<file path="config.mk">
export PLATFORM = sky130hd
export DESIGN_NAME = fwd_hazard_unit_flat
export DESIGN_NICKNAME = d
export VERILOG_FILES = /design/src/rtl/fwd_hazard_unit_if.sv /design/src/rtl/fwd_hazard_unit.sv /design/src/flat_wrapper.sv
export SDC_FILE = /design/constraint.sdc
export NUM_CORES = 1
export LEC_CHECK = 0
export CAP_MARGIN = 20
export CORE_AREA = 2 2 177 179
export DETAILED_ROUTE_END_ITERATION = 6
export DIE_AREA = 0 0 179 181
export PLACE_DENSITY = 0.62
export REMOVE_ABC_BUFFERS = 1
export SLEW_MARGIN = 30
export SYNTH_ARGS = -nofsm -noshare
export SYNTH_HDL_FRONTEND = slang
export SYNTH_SLANG_ARGS = --single-unit
</file>
<file path="constraint.sdc">
create_clock -name clk -period 1.9 [get_ports clk]
set_input_delay 0.19 -clock clk [delete_from_list [all_inputs] [get_ports clk]]
set_output_delay 0.19 -clock clk [all_outputs]
set_load 0.05 [all_outputs]
</file>
<file path="src/rtl/fwd_hazard_unit_if.sv">
// rtl/fwd_hazard_unit_if.sv - ID/EXE/MEM/WB operand and stall bus for fwd_hazard_unit
interface fwd_hazard_unit_if #(
  parameter int NUM_SRC = 3,
  parameter int DATA_W  = 32,
  parameter int ADDR_W  = 5,
  parameter int CNT_W   = 16
);
  logic                      id_valid;
  logic [NUM_SRC-1:0]        id_src_read;
  logic [NUM_SRC*ADDR_W-1:0] id_src_addr;
  logic [NUM_SRC*DATA_W-1:0] id_src_rf;
  logic [ADDR_W-1:0]         exe_write_addr;
  logic                      exe_reg_write;
  logic                      exe_is_load;
  logic                      exe_movsrc;
  logic [DATA_W-1:0]         exe_alu_data;
  logic [DATA_W-1:0]         exe_mov_data;
  logic [ADDR_W-1:0]         mem_write_addr;
  logic                      mem_reg_write;
  logic                      mem_DM_read;
  logic                      mem_movsrc;
  logic [DATA_W-1:0]         mem_alu_data;
  logic [DATA_W-1:0]         mem_mov_data;
  logic [DATA_W-1:0]         mem_data;
  logic                      mem_data_valid;
  logic [ADDR_W-1:0]         wb_write_addr;
  logic                      wb_reg_write;
  logic [DATA_W-1:0]         wb_data;
  logic                      perf_clr;
  logic [NUM_SRC*DATA_W-1:0] forward_data;
  logic                      stall_pc;
  logic                      stall_if_id;
  logic                      flush_id_exe;
  logic                      stall_id_exe;
  logic                      stall_exe_mem;
  logic [1:0]                state;
  logic [CNT_W-1:0]          stall_cnt;
  logic                      err_timeout;

  modport master (
    output id_valid, id_src_read, id_src_addr, id_src_rf,
    output exe_write_addr, exe_reg_write, exe_is_load, exe_movsrc, exe_alu_data, exe_mov_data,
    output mem_write_addr, mem_reg_write, mem_DM_read, mem_movsrc, mem_alu_data, mem_mov_data,
    output mem_data, mem_data_valid, wb_write_addr, wb_reg_write, wb_data, perf_clr,
    input  forward_data, stall_pc, stall_if_id, flush_id_exe, stall_id_exe, stall_exe_mem,
    input  state, stall_cnt, err_timeout
  );

  modport slave (
    input  id_valid, id_src_read, id_src_addr, id_src_rf,
    input  exe_write_addr, exe_reg_write, exe_is_load, exe_movsrc, exe_alu_data, exe_mov_data,
    input  mem_write_addr, mem_reg_write, mem_DM_read, mem_movsrc, mem_alu_data, mem_mov_data,
    input  mem_data, mem_data_valid, wb_write_addr, wb_reg_write, wb_data, perf_clr,
    output forward_data, stall_pc, stall_if_id, flush_id_exe, stall_id_exe, stall_exe_mem,
    output state, stall_cnt, err_timeout
  );
endinterface

</file>
<file path="src/rtl/fwd_hazard_unit.sv">
// rtl/fwd_hazard_unit.sv - ID operand forwarding with load-use and MEM-wait hazard control
module fwd_hazard_unit #(
  parameter int NUM_SRC  = 3,
  parameter int DATA_W   = 32,
  parameter int ADDR_W   = 5,
  parameter int CNT_W    = 16,
  parameter int MAX_WAIT = 64
) (
  input logic              clk,
  input logic              rst,
  fwd_hazard_unit_if.slave bus
);
  localparam int WW = $clog2(MAX_WAIT + 1);
  localparam logic [WW-1:0] WAIT_MAX = WW'(MAX_WAIT);

  typedef enum logic [1:0] {RUN = 2'd0, LU = 2'd1, WAIT = 2'd2} state_t;

  state_t            state_q, state_d;
  logic [WW-1:0]     wait_cnt_q, wait_cnt_d;
  logic [CNT_W-1:0]  stall_cnt_q, stall_cnt_d;
  logic              err_timeout_q, err_timeout_d;
  logic              load_use, mem_wait;
  logic [DATA_W-1:0] exe_res, mem_res;
  logic [ADDR_W-1:0] src_addr;
  logic [NUM_SRC*DATA_W-1:0] fwd;

  always_comb begin
    exe_res  = bus.exe_movsrc ? bus.exe_mov_data : bus.exe_alu_data;
    mem_res  = bus.mem_DM_read ? bus.mem_data
             : (bus.mem_movsrc ? bus.mem_mov_data : bus.mem_alu_data);
    fwd      = bus.id_src_rf;
    load_use = 1'b0;
    src_addr = '0;
    for (int i = 0; i < NUM_SRC; i++) begin
      src_addr = bus.id_src_addr[i*ADDR_W +: ADDR_W];
      if (bus.id_src_read[i]) begin
        if (bus.exe_reg_write && src_addr == bus.exe_write_addr)
          fwd[i*DATA_W +: DATA_W] = exe_res;
        else if (bus.mem_reg_write && src_addr == bus.mem_write_addr)
          fwd[i*DATA_W +: DATA_W] = mem_res;
        else if (bus.wb_reg_write && src_addr == bus.wb_write_addr)
          fwd[i*DATA_W +: DATA_W] = bus.wb_data;
        if (src_addr == bus.exe_write_addr)
          load_use = 1'b1;
      end
    end
    load_use = load_use && bus.id_valid && bus.exe_reg_write && bus.exe_is_load;
    mem_wait = bus.mem_reg_write && bus.mem_DM_read && !bus.mem_data_valid;
  end

  // A MEM wait freezes the whole front of the pipe; a load-use only bubbles ID/EXE.
  assign bus.forward_data  = fwd;
  assign bus.stall_pc      = mem_wait || load_use;
  assign bus.stall_if_id   = mem_wait || load_use;
  assign bus.flush_id_exe  = !mem_wait && load_use;
  assign bus.stall_id_exe  = mem_wait;
  assign bus.stall_exe_mem = mem_wait;
  assign bus.state         = state_q;
  assign bus.stall_cnt     = stall_cnt_q;
  assign bus.err_timeout   = err_timeout_q;

  always_comb begin
    state_d = state_q;
    case (state_q)
      RUN:     state_d = mem_wait ? WAIT : (load_use ? LU : RUN);
      LU:      state_d = mem_wait ? WAIT : (load_use ? LU : RUN);
      WAIT:    state_d = mem_wait ? WAIT : (load_use ? LU : RUN);
      default: state_d = RUN;
    endcase

    wait_cnt_d = '0;
    if (mem_wait)
      wait_cnt_d = (wait_cnt_q == WAIT_MAX) ? wait_cnt_q : wait_cnt_q + 1'b1;

    stall_cnt_d   = stall_cnt_q;
    err_timeout_d = err_timeout_q;
    if (bus.perf_clr) begin
      stall_cnt_d   = '0;
      err_timeout_d = 1'b0;
    end else begin
      if (bus.stall_pc && stall_cnt_q != '1)
        stall_cnt_d = stall_cnt_q + 1'b1;
      if (wait_cnt_d == WAIT_MAX && wait_cnt_q != WAIT_MAX)
        err_timeout_d = 1'b1;
    end
  end

  always_ff @(posedge clk or negedge rst) begin
    if (!rst) begin
      state_q       <= RUN;
      wait_cnt_q    <= '0;
      stall_cnt_q   <= '0;
      err_timeout_q <= 1'b0;
    end else begin
      state_q       <= state_d;
      wait_cnt_q    <= wait_cnt_d;
      stall_cnt_q   <= stall_cnt_d;
      err_timeout_q <= err_timeout_d;
    end
  end
endmodule
</file>
<file path="src/flat_wrapper.sv">
// flat-port wrapper written by rule: the top's interface ports become plain ports
module fwd_hazard_unit_flat 
#(
  parameter int NUM_SRC  = 3,
  parameter int DATA_W   = 32,
  parameter int ADDR_W   = 5,
  parameter int CNT_W    = 16,
  parameter int MAX_WAIT = 64
)
  (clk, rst, bus_id_valid, bus_id_src_read, bus_id_src_addr, bus_id_src_rf, bus_exe_write_addr, bus_exe_reg_write, bus_exe_is_load, bus_exe_movsrc, bus_exe_alu_data, bus_exe_mov_data, bus_mem_write_addr, bus_mem_reg_write, bus_mem_DM_read, bus_mem_movsrc, bus_mem_alu_data, bus_mem_mov_data, bus_mem_data, bus_mem_data_valid, bus_wb_write_addr, bus_wb_reg_write, bus_wb_data, bus_perf_clr, bus_forward_data, bus_stall_pc, bus_stall_if_id, bus_flush_id_exe, bus_stall_id_exe, bus_stall_exe_mem, bus_state, bus_stall_cnt, bus_err_timeout);
  fwd_hazard_unit_if #(.NUM_SRC(NUM_SRC), .DATA_W(DATA_W), .ADDR_W(ADDR_W), .CNT_W(CNT_W)) bus_i ();
  input logic clk;
  input logic rst;
  input wire logic [$bits(bus_i.id_valid)-1:0] bus_id_valid;
  input wire logic [$bits(bus_i.id_src_read)-1:0] bus_id_src_read;
  input wire logic [$bits(bus_i.id_src_addr)-1:0] bus_id_src_addr;
  input wire logic [$bits(bus_i.id_src_rf)-1:0] bus_id_src_rf;
  input wire logic [$bits(bus_i.exe_write_addr)-1:0] bus_exe_write_addr;
  input wire logic [$bits(bus_i.exe_reg_write)-1:0] bus_exe_reg_write;
  input wire logic [$bits(bus_i.exe_is_load)-1:0] bus_exe_is_load;
  input wire logic [$bits(bus_i.exe_movsrc)-1:0] bus_exe_movsrc;
  input wire logic [$bits(bus_i.exe_alu_data)-1:0] bus_exe_alu_data;
  input wire logic [$bits(bus_i.exe_mov_data)-1:0] bus_exe_mov_data;
  input wire logic [$bits(bus_i.mem_write_addr)-1:0] bus_mem_write_addr;
  input wire logic [$bits(bus_i.mem_reg_write)-1:0] bus_mem_reg_write;
  input wire logic [$bits(bus_i.mem_DM_read)-1:0] bus_mem_DM_read;
  input wire logic [$bits(bus_i.mem_movsrc)-1:0] bus_mem_movsrc;
  input wire logic [$bits(bus_i.mem_alu_data)-1:0] bus_mem_alu_data;
  input wire logic [$bits(bus_i.mem_mov_data)-1:0] bus_mem_mov_data;
  input wire logic [$bits(bus_i.mem_data)-1:0] bus_mem_data;
  input wire logic [$bits(bus_i.mem_data_valid)-1:0] bus_mem_data_valid;
  input wire logic [$bits(bus_i.wb_write_addr)-1:0] bus_wb_write_addr;
  input wire logic [$bits(bus_i.wb_reg_write)-1:0] bus_wb_reg_write;
  input wire logic [$bits(bus_i.wb_data)-1:0] bus_wb_data;
  input wire logic [$bits(bus_i.perf_clr)-1:0] bus_perf_clr;
  output wire logic [$bits(bus_i.forward_data)-1:0] bus_forward_data;
  output wire logic [$bits(bus_i.stall_pc)-1:0] bus_stall_pc;
  output wire logic [$bits(bus_i.stall_if_id)-1:0] bus_stall_if_id;
  output wire logic [$bits(bus_i.flush_id_exe)-1:0] bus_flush_id_exe;
  output wire logic [$bits(bus_i.stall_id_exe)-1:0] bus_stall_id_exe;
  output wire logic [$bits(bus_i.stall_exe_mem)-1:0] bus_stall_exe_mem;
  output wire logic [$bits(bus_i.state)-1:0] bus_state;
  output wire logic [$bits(bus_i.stall_cnt)-1:0] bus_stall_cnt;
  output wire logic [$bits(bus_i.err_timeout)-1:0] bus_err_timeout;
  assign bus_i.id_valid = bus_id_valid;
  assign bus_i.id_src_read = bus_id_src_read;
  assign bus_i.id_src_addr = bus_id_src_addr;
  assign bus_i.id_src_rf = bus_id_src_rf;
  assign bus_i.exe_write_addr = bus_exe_write_addr;
  assign bus_i.exe_reg_write = bus_exe_reg_write;
  assign bus_i.exe_is_load = bus_exe_is_load;
  assign bus_i.exe_movsrc = bus_exe_movsrc;
  assign bus_i.exe_alu_data = bus_exe_alu_data;
  assign bus_i.exe_mov_data = bus_exe_mov_data;
  assign bus_i.mem_write_addr = bus_mem_write_addr;
  assign bus_i.mem_reg_write = bus_mem_reg_write;
  assign bus_i.mem_DM_read = bus_mem_DM_read;
  assign bus_i.mem_movsrc = bus_mem_movsrc;
  assign bus_i.mem_alu_data = bus_mem_alu_data;
  assign bus_i.mem_mov_data = bus_mem_mov_data;
  assign bus_i.mem_data = bus_mem_data;
  assign bus_i.mem_data_valid = bus_mem_data_valid;
  assign bus_i.wb_write_addr = bus_wb_write_addr;
  assign bus_i.wb_reg_write = bus_wb_reg_write;
  assign bus_i.wb_data = bus_wb_data;
  assign bus_i.perf_clr = bus_perf_clr;
  assign bus_forward_data = bus_i.forward_data;
  assign bus_stall_pc = bus_i.stall_pc;
  assign bus_stall_if_id = bus_i.stall_if_id;
  assign bus_flush_id_exe = bus_i.flush_id_exe;
  assign bus_stall_id_exe = bus_i.stall_id_exe;
  assign bus_stall_exe_mem = bus_i.stall_exe_mem;
  assign bus_state = bus_i.state;
  assign bus_stall_cnt = bus_i.stall_cnt;
  assign bus_err_timeout = bus_i.err_timeout;
  fwd_hazard_unit #(.NUM_SRC(NUM_SRC), .DATA_W(DATA_W), .ADDR_W(ADDR_W), .CNT_W(CNT_W), .MAX_WAIT(MAX_WAIT)) u_core (.clk(clk), .rst(rst), .bus(bus_i));
endmodule
</file>
* Word level (Yosys, flattened, before mapping)
Cells that the tools add are included.
Storage, ports and cells: bits in read-only memories 0, register bits after elaboration 26, word-level logic and storage cells 75, RAM bits 0, latch bits 0, input port bits 333, memories kept 0
Operators by class: add/subtract/negate cells 2, bitwise operators 0, shift-type cells 0, mux-type cells 30, $mul 0, divide/modulo/power cells 0, reductions and logical operators 24, equal/unequal tests 15, order comparisons 0
Operators by type and width (count):
- $mux 32 | 15
- $eq 5x5->1 | 9
- $mux 16 | 2
- $logic_and 1x1->1 | 17
- $add 16x1->16 const B | 1
- $ne 16x16->1 const B | 1
- $eq 7x7->1 const B | 2
- $mux 7 | 2
- $mux 1 | 9
- $add 7x1->7 const B | 1
- $ne 7x7->1 const B | 1
- $mux 2 | 2
- $reduce_bool 2->1 | 2
- $reduce_or 3->1 | 1
- $eq 2x1->1 const B | 1
- $eq 2x2->1 const B | 1
- $logic_not 1->1 | 2
- $logic_not 2->1 | 1
- $logic_or 1x1->1 | 1

* Longest topological paths before layout
Gate-level depths: netlist of the first run.
word-level depth 14, depth in mapped cells 9

* Least setup slack after synthesis of the first run
No wires, ideal clock.
path kind input port to output port, from input bus_wb_write_addr[1], to output bus_forward_data[21], data required time 1.710 ns, cell stages on the path 8, slack -0.405 ns, arrival 2.115 ns, buffers on the path 2, cell sequence xor2_1 > nor4_1 > and3_1 > clkbuf_1 > buf_2 > mux2_2 > o211ai_1 > o221ai_1
Between the ends: longest elaborated chain between the ends 6
Ends and longest elaborated chain:
- from (decl) | line flat_wrapper.sv:32 | input wire logic [$bits(bus_i.wb_write_addr)-1:0] bus_wb_write_addr;
- $eq 5x5->1 | line fwd_hazard_unit.sv:41 | else if (bus.wb_reg_write && src_addr == bus.wb_write_addr)
- $logic_and 1x1->1 | line fwd_hazard_unit.sv:41
- $mux 32 | line fwd_hazard_unit.sv:41
- $mux 32 | line fwd_hazard_unit.sv:39 | else if (bus.mem_reg_write && src_addr == bus.mem_write_addr)
- $mux 32 | line fwd_hazard_unit.sv:37 | if (bus.exe_reg_write && src_addr == bus.exe_write_addr)
- $mux 32 | line fwd_hazard_unit.sv:36 | if (bus.id_src_read[i]) begin
- to (decl) | line flat_wrapper.sv:36 | output wire logic [$bits(bus_i.forward_data)-1:0] bus_forward_data;
No other way between the ends.

* Final worst setup path of the first run
from input bus_id_src_addr[1], to output bus_forward_data[24]
Between the ends: longest elaborated chain between the ends 6
Ends and longest elaborated chain:
- from (decl) | line flat_wrapper.sv:16 | input wire logic [$bits(bus_i.id_src_addr)-1:0] bus_id_src_addr;
- $eq 5x5->1 | line fwd_hazard_unit.sv:41
- $logic_and 1x1->1 | line fwd_hazard_unit.sv:41
- $mux 32 | line fwd_hazard_unit.sv:41
- $mux 32 | line fwd_hazard_unit.sv:39
- $mux 32 * | line fwd_hazard_unit.sv:37
- $mux 32 * | line fwd_hazard_unit.sv:36
Every way passes the cells marked *; elsewhere a longest branch is shown, timed or not.

==> out/results.ini, run 1 <==
[yosys]
netlist.area_leader.share_pct=11.2
synth_most_common_cell=sky130_fd_sc_hd__nand2_1
asyncSetResetFlopFracSynth_pct=100
ys_types=45
syn_avg_cell_area_sq_um=7.20
ys_warn_count=0
synth_flop_cell=sky130_fd_sc_hd__dfrtp_1
synth-seq-cells=26
yosys.area_share.xor_xnor_pct=6.93
post_synthesis_mux_area_share_pct=26.3
synth-simple-area-share_pct=16.3
post-synth-top-area-cell=sky130_fd_sc_hd__o211ai_1
synth_compound_gate_area_share_pct=30.6
yosys-top-cells-count=sky130_fd_sc_hd__nand2_1, sky130_fd_sc_hd__o211ai_1, sky130_fd_sc_hd__inv_1
synth_edf_count=0
synthTopCellsByArea=sky130_fd_sc_hd__o211ai_1, sky130_fd_sc_hd__dfrtp_1, sky130_fd_sc_hd__mux2i_1
syn_area_sq_um=6580
synth.yosys.seq_area_share_pct=9.90
synth_adder_area_share_pct=0.571
syn_inst=913
dominant_combinational_cell_family_by_area_after_synthesis=compound AO/OA/AOI/OAI gates

[final_layout]
post_route_cells_drive_above_1_share_pct=35.9
synthToLayoutAreaGrowth_pct=133
final_nets=1804
nFillCells=2828

[die]
core_sq_um=30300
die_x_um=179
start_util_pct=21.7
placementRows=64
io_pins=453
die_area_sq_um=32400
dieHeight_um=181

[global_route]
grt_antenna_before_repair=7
first_pass_grt_wire_length_um=66500
globalRouteMet3Util_pct=3.56
grt_max_degree=34
top_usage_layer=met2
grt_remaining_overflow=0
number_of_global_route_vias_before_repair=10140
global_route.usage.met2_pct=49.9
use_met1_pct=33.6
global_router_s_overall_resource_usage_pct=27.2

[flow_run]
max-cap-violations=0

[timing]
final_hold_violation_count=0
skew_ps=3.31
maxSlewHeadroom_pct=61.4
finalWorstPathRequiredPeriod_ps=2400
final_min_period_over_clock_period_pct=126
final.hold.worst_slack_ps=305
setup_total_negative_slack_ps=-39520
finalMaxSlewViolations=0
rsz0062_at_grt=true
fmax_ghz=0.416
worst_slack_ps=-502
max_slew.worst_pin.slew_ps=579
count_of_endpoints_failing_setup_in_the_final_report=97

[setup_path]
critPathBufInv=5
worstSetupPathDepth=11
critical_path.cell_chain=buf_6, xor2_1, nor4_2, and3_4, buf_12, buf_12, buf_12, mux2_4, o211ai_1, o221ai_2, buf_12
timing.critical_path.slowest_cell_delay_ps=300
worst_ep_arrival_time_ps=2210
critical_path.most_common_cell=sky130_fd_sc_hd__buf_12
worst_path_dominant_cell_family=buffers and inverters
worst_setup_path_end_kind=output port
worst_path_fanout_max=6
worst-setup-path-type=in -> out
cp-start-kind=input port
rr_worst_depth=8
critical_path.slowest_cell=sky130_fd_sc_hd__nor4_2
worstPathRequired_ps=1710

[detailed_routing]
vias_per_cell=5.28
post_detailed_route_count_of_antenna_violating_nets=0
vias=9861
detail_route.wl_per_cell_um=24.9
wirelength_um=46400
drt_iter0_markers=620
drc=0
drt_pass1_iterations=5

[run_status]
violations=setup timing
run_status=finished with violations

[pwr]
power_density_cells_nw_per_um2=331
ir_worst_vdd_mv=0.324
cellLeakagePower_nw=6.28
power_mw=5.07

[placement]
post_detail_place_hpwl_um=32300
preCtsSetupSlack_ps=-944
portBuffers=452
gp_routability_congestion=0.931

[clock_tree]
max_root_sink_buffers=2
clk_root_buffer_cell=sky130_fd_sc_hd__clkbuf_16
h-tree-depth=1
cts_inserted_buffers=3
cts.reportedPaths.clkPinSlew_ps=70
clock_latency_ps=260
tritoncts=done
postCtsHoldBufs=0
cts_sinks=26

[hold_path]
worst_hold_path_type=in -> async

## per-stage QoR
step / util, % / instance area, sq um / std cells
2_1_floorplan: - / 6220 / 827
3_3_place_gp: 43.6 / 13200 / 1803
3_5_place_dp: 43.6 / 13200 / 1803
4_1_cts: 49.4 / 15000 / 1858
5_1_grt: 50.5 / 15300 / 1868
6_report: 50.5 / 15300 / 1868
## where the power goes
group          internal [mW]  switching [mW]  total [mW]
registers              0.556         0.00225       0.558
logic                   2.02            1.97        3.98
clock network          0.323           0.200       0.523
total                   2.90            2.17        5.07
## state kept, by name, indices dropped and copies added, names as in the netlist
register and flops:
u_core.bus.err_timeout 1, u_core.bus.stall_cnt 16, u_core.bus.state 2, u_core.wait_cnt_q 7
## kinds of logic after synthesis
kind of cell / count (synthesis)
muxes: 161
xor gates and xnor gates: 52
DFF: 26
and+or+nand+nor: 248
adders and majority gates: 3
AOI/OAI and AO/OA: 268
buffers and inverters: 155
## what timing repair did
| item | CTS | global route |
|---|---|---|
| setup buffers | 35 | 14 |
| endpoints found under the hold margin | 0 | 0 |
| endpoints found under the setup margin | 114 | 115 |
| gates cloned | 18 | 2 |
| gates resized for setup | 287 | 109 |
| pin swaps | 134 | 143 |
## worst register-to-register path: cells and delay by family, from the launching register on
family                   cells  cell delay, ps
AO/OA/AOI/OAI                3             550
adder cells (fa/ha/maj)      1             190
buffers and inverters        1             130
flip-flops                   1             390
AND/OR/NAND/NOR              3             610
## worst paths after layout
| kind | startpoint | to | slack [ps] |
|---|---|---|---|
| min in group clk | u_core.bus.state[1]$_DFF_PN0_ | u_core.bus.state[1]$_DFF_PN0_ | 480 |
| worst max register to register | u_core.bus.stall_cnt[0]$_DFFE_PN0P_ | u_core.bus.stall_cnt[10]$_DFFE_PN0P_ | -30 |
| worst min register to register | u_core.bus.state[1]$_DFF_PN0_ | u_core.bus.state[1]$_DFF_PN0_ | 480 |
| worst max-delay path | bus_id_src_addr[1] | bus_forward_data[24] | -500 |
| max in group asynchronous | rst | u_core.bus.stall_cnt[12]$_DFFE_PN0P_ | 1320 |
| worst min-delay path | rst | u_core.bus.stall_cnt[3]$_DFFE_PN0P_ | 300 |
## final cells by class
type                    count  area, sq um  area share, %
clock buffers               4         88.8          0.580
inverters                  69          259           1.69
well taps                 396          495           3.24
multi-input cells         733         6360           41.5
diodes                      5         12.5         0.0817
flip-flops and latches     26          651           4.25
repair buffers            635         7450           48.6
## routing by layer
metal,vias up,share of wire (%)
li1,4529,-
met1,4774,40
met2,482,51
met3,72,6.3
met4,4,2.0
met5,-,0.050
## cells in the final DEF (no fill, tap or decap), drive strengths merged, types with 15 or more instances in the layout
cell | netlist | layout
a21oi | 49 | 49
a2bb2oi | 32 | 32
buf | 32 | 305
clkdlybuf4s50 | 0 | 313
dfrtp | 26 | 26
inv | 68 | 68
mux2 | 96 | 96
mux2i | 65 | 65
nand2 | 143 | 143
nand3 | 15 | 15
nor2 | 48 | 48
o211ai | 98 | 98
o221ai | 64 | 64
xnor2 | 23 | 23
xor2 | 29 | 29
No activity file was read; power rests on OpenSTA's default activity.
==> run 2, diff against run 1 <==
--- a/config.mk
+++ b/config.mk
@@ -9,6 +9,7 @@
 export CORE_AREA = 2 2 177 179
 export DETAILED_ROUTE_END_ITERATION = 6
 export DIE_AREA = 0 0 179 181
+export MAX_ROUTING_LAYER = met4
 export PLACE_DENSITY = 0.62
 export REMOVE_ABC_BUFFERS = 1
 export SLEW_MARGIN = 30
==> run 2 against run 1 <==
  * The flow still finishes with violations (setup timing)
  * Hold slack better by 2.0 ps
  * Setup slack better by 5.9 ps
  * Total power fell by 0.74%
  * Clock skew increased by 0.80 ps
  * Design area is 0.29% lower
  * Register-to-register slack better by 20 ps
  * Wire length shrank 0.84%
  * Highest routed layer is now met4
  * Clock power is 2% lower
  * First-iteration DRC count shrank 11%
  * Die area stayed put
==> out/results.ini, run 2 (synthesis results as in run 1) <==
[timing]
rsz0062_at_grt=true
finalMaxSlewViolations=0
worst_slack_ps=-496
finalWorstPathRequiredPeriod_ps=2400
final.hold.worst_slack_ps=307
count_of_endpoints_failing_setup_in_the_final_report=97
maxSlewHeadroom_pct=56.5
final_min_period_over_clock_period_pct=126
skew_ps=4.12
final_hold_violation_count=0
fmax_ghz=0.417
setup_total_negative_slack_ps=-39290
max_slew.worst_pin.slew_ps=634

[final_layout]
layout_common_cells=sky130_fd_sc_hd__clkdlybuf4s50_1, sky130_fd_sc_hd__nand2_1, sky130_fd_sc_hd__buf_4
final_core_util_pct=50.3
final_nets=1809
largest_register_ffs=16
synthToLayoutAreaGrowth_pct=132
layout_commonest_cell=sky130_fd_sc_hd__clkdlybuf4s50_1
post_route_cells_drive_above_1_share_pct=36.5

[clock_tree]
cts_sinks=26
postCtsHoldBufs=0
clock_latency_ps=260
tritoncts=done
clk_root_buffer_cell=sky130_fd_sc_hd__clkbuf_16
cts_inserted_buffers=3
max_root_sink_buffers=2
cts.reportedPaths.clkPinSlew_ps=70
h-tree-depth=1

[die]
placementRows=64
core_sq_um=30300
dieHeight_um=181
start_util_pct=21.7
io_pins=453
die_area_sq_um=32400
die_x_um=179

[placement]
preCtsSetupSlack_ps=-984
post_detail_place_hpwl_um=32200
gp_routability_congestion=0.950
portBuffers=452

[setup_path]
rrSetupSlack_ps=-10
worst-setup-path-type=in -> out
rr_worst_depth=8
worst_path_fanout_max=7
worstPathRequired_ps=1710
worst_setup_path_end_kind=output port
reg2reg_to=u_core.bus.stall_cnt[10]$_DFFE_PN0P_
critical_path.slowest_cell=sky130_fd_sc_hd__mux2_4
critical_path.cell_chain=buf_6, xor2_1, nor4_2, and3_4, buf_6, buf_12, mux2_4, o211ai_1, o221ai_2, buf_12
launch_point_of_the_worst_reg_to_reg_path=u_core.bus.stall_cnt[1]$_DFFE_PN0P_
worst_ep_arrival_time_ps=2210
timing.critical_path.slowest_cell_delay_ps=310
cp-start-kind=input port

[run_status]
violations=setup timing
run_status=finished with violations

[detailed_routing]
vias=9953
drc=0
detail_route.wl_per_cell_um=24.6
wirelength_um=46100
vias_per_cell=5.32
drt_iter0_markers=554
drt_pass1_iterations=5
post_detailed_route_count_of_antenna_violating_nets=0

[pwr]
pwr-share-comb_pct=78.7
ir_worst_vdd_mv=0.300
cellLeakagePower_nw=6.28
power_mw=5.03
total_switching_power_mw=2.14
p_sw_share_pct=42.7
power_frac_clock_pct=10.2
p_seq_share_pct=11.1
power_density_cells_nw_per_um2=329
intPower_mw=2.88

[flow_run]
max-cap-violations=0

[global_route]
global_router_s_overall_resource_usage_pct=27.7
number_of_global_route_vias_before_repair=10205
grt_remaining_overflow=0
grt_antenna_before_repair=3
first_pass_grt_wire_length_um=65500
grt_max_degree=34

[hold_path]
worst_hold_path_type=in -> async

==> run 2: how the worst max path moves through the flow <==
| stage | startpoint | to | slack (ps) | depth (start not counted) |
|---|---|---|---|---|
| floorplan | bus_wb_write_addr[1] | bus_forward_data[64] | -820 | 6 |
| global placement | bus_wb_write_addr[4] | bus_forward_data[21] | -1030 | 10 |
| detailed placement | bus_wb_write_addr[4] | bus_forward_data[7] | -980 | 10 |
| CTS | bus_wb_write_addr[1] | bus_forward_data[11] | -560 | 11 |
| global route | bus_id_src_addr[1] | bus_forward_data[12] | -620 | 11 |
| finish | bus_id_src_addr[11] | bus_forward_data[79] | -500 | 10 |
==> run 2: layer usage <==
layer  vias up  GRT usage, %  part of all wire [%]
met5         -             -                     0
met4         0          7.87                   3.3
met3        89          3.20                   5.7
met2       479          47.6                    50
met1      4864          33.8                    41
li1       4521             -                     -
==> run 2: worst max-delay path, delay by kind of cell <==
family | cells | cell delay, ps
buffers and inverters | 4 | 590
and+or+nand+nor | 2 | 590
AOI/OAI and AO/OA | 2 | 350
muxes | 1 | 310
xor gates and xnor gates | 1 | 170
==> run 2: timing repair <==
item / CTS / global route
pin swaps: 115 / 150
resized for setup: 282 / 107
endpoints found under the setup margin: 114 / 114
buffers inserted: 31 / 13
gates cloned: 18 / 2
==> run 2: final cells by class <==
class / count / area [sq um]
multi-input cells: 733 / 6350
inverters: 69 / 259
flip-flops and latches: 26 / 651
repair buffers: 640 / 7420
diodes: 3 / 7.51
fillers: 2854 / 15100
clock buffers: 4 / 88.8
well taps: 396 / 495
==> run 2: metrics by stage <==
step                instance area, sq um  cells
floorplan                           6220    827
global placement                   13200   1808
detailed placement                 13200   1808
CTS                                14900   1861
global route                       15300   1871
finish                             15300   1871
==> run 2: power by group through the flow <==
| stage | Clock [mW] | Combinational, mW | Sequential (mW) |
|---|---|---|---|
| 2_1_floorplan | 0 | 1.43 | 0.577 |
| 3_3_place_gp | 0 | 3.54 | 0.569 |
| 3_5_place_dp | 0 | 3.55 | 0.569 |
| 4_1_cts | 0.519 | 3.86 | 0.558 |
| 5_1_grt | 0.550 | 4.12 | 0.558 |
| 6_report | 0.512 | 3.96 | 0.558 |
